<file path="config.mk">
export PLATFORM = sky130hd
export DESIGN_NAME = oddr71_tx_gearbox
export DESIGN_NICKNAME = d
export VERILOG_FILES = /design/src/rtl/oddr71_tx_gearbox.sv
export SDC_FILE = /design/constraint.sdc
export NUM_CORES = 1
export LEC_CHECK = 0
export ABC_AREA = 1
export CORE_ASPECT_RATIO = 0.7
export CORE_MARGIN = 10
export CORE_UTILIZATION = 50
export DETAILED_ROUTE_END_ITERATION = 10
export HOLD_SLACK_MARGIN = 0.08
export PLACE_DENSITY = 0.74
export SLEW_MARGIN = 20
export SYNTH_ARGS = -nofsm -noshare
export SYNTH_HDL_FRONTEND = slang
export SYNTH_SLANG_ARGS = --single-unit
</file>
<file path="constraint.sdc">
create_clock -name SCLK -period 3.6 [get_ports SCLK]
set_clock_uncertainty 0.05 [all_clocks]
set_input_delay 0.54 -clock SCLK [delete_from_list [all_inputs] [get_ports SCLK]]
set_output_delay 0.54 -clock SCLK [all_outputs]
set_load 0.01 [all_outputs]
</file>
<file path="src/rtl/oddr71_tx_gearbox.sv">
// oddr71_tx_gearbox: 8:7 byte-to-word gearbox for the 7:1 serializer.
// Optional stats counters: define ODDR71_TX_GEARBOX_STATS_EN.
module oddr71_tx_gearbox #(
  parameter logic [6:0] IDLE_WORD = 7'h00,
  parameter bit         MSB_FIRST = 1'b0
) (
  input  logic        SCLK,
  input  logic        RSTN,
  input  logic [7:0]  IN_DATA,
  input  logic        IN_VALID,
  output logic        IN_READY,
  input  logic        FLUSH,
  output logic [6:0]  OUT_WORD,
  output logic        OUT_VALID,
`ifdef ODDR71_TX_GEARBOX_STATS_EN
  output logic [15:0] UNDERRUN_CNT,
  output logic [15:0] WORD_CNT,
`endif
  output logic        UNDERRUN
);

  logic [14:0] bit_q, bit_ae, bit_d;
  logic [3:0]  cnt_q, cnt_ae, cnt_d;
  logic [7:0]  byte_in;
  logic [6:0]  word_d;
  logic [6:0]  pad_mask;
  logic        emit, pad, acc;
  logic        uflag;
  logic        started_q, started_d;

  // wire order of the incoming byte
  always_comb begin
    byte_in = IN_DATA;
    if (MSB_FIRST) begin
      for (int i = 0; i < 8; i++)
        byte_in[i] = IN_DATA[7-i];
    end
  end

  assign emit     = (cnt_q >= 4'd7);
  assign pad      = FLUSH && (cnt_q != 4'd0)
                    && (cnt_q < 4'd7);
  assign pad_mask = ~(7'h7F << cnt_q[2:0]);

  // word selection and buffer state after the emit/pad step
  always_comb begin
    word_d = IDLE_WORD;
    bit_ae = bit_q;
    cnt_ae = cnt_q;
    unique case (1'b1)
      emit: begin
        word_d = bit_q[6:0];
        bit_ae = bit_q >> 7;
        cnt_ae = cnt_q - 4'd7;
      end
      pad: begin
        word_d = bit_q[6:0] & pad_mask;
        bit_ae = '0;
        cnt_ae = 4'd0;
      end
      default: ;
    endcase
  end

  assign IN_READY = ~FLUSH && (cnt_ae <= 4'd7);
  assign acc      = IN_VALID && IN_READY;

  // append the accepted byte above the surviving bits
  always_comb begin
    bit_d     = bit_ae;
    cnt_d     = cnt_ae;
    started_d = started_q;
    if (pad)
      started_d = 1'b0;
    if (acc) begin
      bit_d     = bit_ae
                  | ({7'b0, byte_in} << cnt_ae);
      cnt_d     = cnt_ae + 4'd8;
      started_d = 1'b1;
    end
  end

  assign uflag = started_q && !emit
                 && !pad && !FLUSH;

  // buffer, output word and sticky underrun registers
  always_ff @(posedge SCLK or negedge RSTN) begin
    if (!RSTN) begin
      bit_q     <= '0;
      cnt_q     <= '0;
      OUT_WORD  <= IDLE_WORD;
      OUT_VALID <= 1'b0;
      UNDERRUN  <= 1'b0;
      started_q <= 1'b0;
    end else begin
      bit_q     <= bit_d;
      cnt_q     <= cnt_d;
      OUT_WORD  <= word_d;
      OUT_VALID <= emit || pad;
      started_q <= started_d;
      if (uflag)
        UNDERRUN <= 1'b1;
    end
  end

`ifdef ODDR71_TX_GEARBOX_STATS_EN
  // saturating underrun count, wrapping data word count
  always_ff @(posedge SCLK or negedge RSTN) begin
    if (!RSTN) begin
      UNDERRUN_CNT <= '0;
      WORD_CNT     <= '0;
    end else begin
      if (uflag && (UNDERRUN_CNT != 16'hFFFF))
        UNDERRUN_CNT <= UNDERRUN_CNT + 16'd1;
      if (emit || pad)
        WORD_CNT <= WORD_CNT + 16'd1;
    end
  end
`endif

endmodule

</file>
==> results.cfg <==
[setup_path]
required_ns = 3.01
reg2reg_slack_ns = 1.21
critPathMaxFanout = 5
critPathLaunchType = flip-flop
path_class = reg2out
crit_arrival_ns = 1.99
reg2reg_depth = 10
end_kind = output port

[floorplan]
die_w_um = 88.3
num_io_pins = 22
coreArea_sq_um = 3150
die_h_um = 67.8
row_count = 17
dieArea_sq_um = 5980
start_util_pct = 51.8

[placed_design]
hpwlAfterDp_um = 2920
place_congestion = 0.901
pre_cts_slack_ns = 1.18
port_buffers = 21
placed_area_sq_um = 1880

[cts]
clkTransAtPathRegs_ns = 0.06
cts_sinks = 29
root_buffer = clkbuf_8
htreeDepth = 2
cts_tree = done
clockBufferDepth = 2
ctsResizeCount = 0
cts_setup_buffers = 0
hold_buffers = 0
cts_buffers = 5
insertion_delay_ns = 0.28

[timing]
maxSlewViolCount = 0
rsz0062_at_grt = no
tightest_slew_ns = 0.439
timing.final.crit_share_pct = 71.6
fmax_mhz = 388
worst_slack_ns = 1.02
slew_headroom_pct = 70.7
hold_viol_final = 0
fin_tns_setup_ns = 0
period_needed_ns = 2.58
report.final.setup_viol = 0

[routing]
ant_nets = 0
wl_um = 3870
routed_via_density = 5.41
drc = 0
avgRoutedWirePerCell_um = 14.4
firstDrtPassIters = 4
drt_iter0_drc = 111
vias = 1450

[layout]
final_cell_mix = nand2_1 (48), nand3_1 (42), inv_1 (31)
final_common_cell = nand2_1
fin_nets = 245
drive_gt1_share_pct = 11.3
num_antenna_cells = 0
fillCellCount = 282
area_growth_pct = 22.2
design_area_sq_um = 1990

[logic_synthesis]
yosys_warnings = 0
synth_flop_cell = dfrtp_1
syn_area_per_cell_sq_um = 8.03
ys_types = 28
synth-seq-area-share_pct = 44.5
ys_seq_elements = 29
async_reset_ff_share_pct = 100
syn_inst = 203
synth_edf_count = 0
synth_area_sq_um = 1630
syn-num-nets = 219

[global_routing]
grt_usage_pct = 14.6
grt_start_max_net_pins = 30
antenna_found_initial = 0
grt_pass1_vias = 1365
grt.overflow.total = 0
grt_pass1_wl_um = 6650

[power]
p_seq_share_pct = 31.5
pwr-share-clk_pct = 23.5
swShare_pct = 41.2
power.net_switching_mw = 0.609
p_leak_nw = 1.01
peakVddDrop_mv = 0.428
internal-power_mw = 0.870
pwr-share-comb_pct = 45.0
total_power_mw = 1.48
pwr_density_cell_nw_per_um2 = 743

[run]
drv_cap = 0

[outcome]
status = finished clean

[min_path]
hold_path.class = reg2reg
holdPathStages = 2
[registers in the layout (all words and copies together) (netlist names)]
name / count
OUT_VALID: 1
OUT_WORD: 7
UNDERRUN: 1
bit_q: 15
cnt_q: 4
started_q: 1
[routing by layer]
metal	global-route usage [%]	vias to the layer above	share of wire, %
met5	0	-	0
met4	6.02	0	1.6
met3	3.73	7	10
met2	19.2	66	41
met1	21.8	662	47
li1	-	715	-
[metrics by stage]
step           hold WS (ns)  std cells  utilization [%]
2_1_floorplan         0.194        203                -
3_3_place_gp          0.399        260             59.6
3_5_place_dp          0.403        260             59.6
4_1_cts               0.418        268             63.3
5_1_grt               0.451        268             63.3
6_report              0.415        268             63.3
[cell type report]
type / count / area, sq um / share of cell area, %
multi-input cells: 137 / 754 / 37.9
flip-flops and latches: 29 / 726 / 36.4
repair buffers: 22 / 218 / 10.9
inverters: 34 / 130 / 6.53
clock buffers: 7 / 86.3 / 4.33
well taps: 38 / 47.5 / 2.39
clock inverters: 1 / 30.0 / 1.51
[worst paths after layout]
check / from / end
worst min register to register: bit_q[3]$_DFF_PN0_ / OUT_WORD[3]$_DFF_PN0_
worst max-delay path: cnt_q[0]$_DFF_PN0_ / IN_READY
min in group asynchronous: RSTN / cnt_q[3]$_DFF_PN0_
worst min-delay path: bit_q[3]$_DFF_PN0_ / OUT_WORD[3]$_DFF_PN0_
worst max register to register: cnt_q[0]$_DFF_PN0_ / bit_q[8]$_DFF_PN0_
max in group asynchronous: RSTN / started_q$_DFFE_PN0P_
[worst max-delay path: stages, from the launching register on]
cell	delay [ns]
dfrtp_1	0.44
ha_1	0.27
nand2_2	0.11
o21ai_0	0.09
o21ai_2	0.11
inv_1	0.06
nor2_1	0.08
clkdlybuf4s50_1	0.54
[cell families (layout without fill, tap and decap cells)]
kind of cell / count (synthesis) / in the layout / share of synthesized area [%]
and+or+nand+nor: 110 / 110 / 33.8
buffers and inverters: 37 / 64 / 9.21
DFF: 29 / 29 / 44.5
AOI/OAI and AO/OA: 23 / 23 / 9.44
adders and majority gates: 4 / 4 / 3.07
[cells in the mapped netlist (3+ instances only)]
cell | number | share of area, %
nand3_1 | 42 | 13
o22ai_1 | 5 | 1.9
a21oi_1 | 3 | 0.92
nor2_1 | 3 | 0.69
nand2_1 | 48 | 11
o21ai_0 | 3 | 0.92
dfrtp_1 | 29 | 45
ha_1 | 4 | 3.1
o21ai_1 | 4 | 1.2
nand2_4 | 3 | 2.1
nand4_1 | 3 | 1.2
nand2_2 | 4 | 1.5
inv_1 | 31 | 7.1
[power by group through the flow]
stage	clock [mW]	sequential, mW	combinational, mW
after floorplan	0	0.473	0.476
after global placement	0	0.470	0.645
after detailed placement	0	0.471	0.657
after CTS	0.353	0.466	0.663
after global routing	0.366	0.478	0.747
final	0.347	0.467	0.665
No activity file was read; power rests on OpenSTA's default activity.
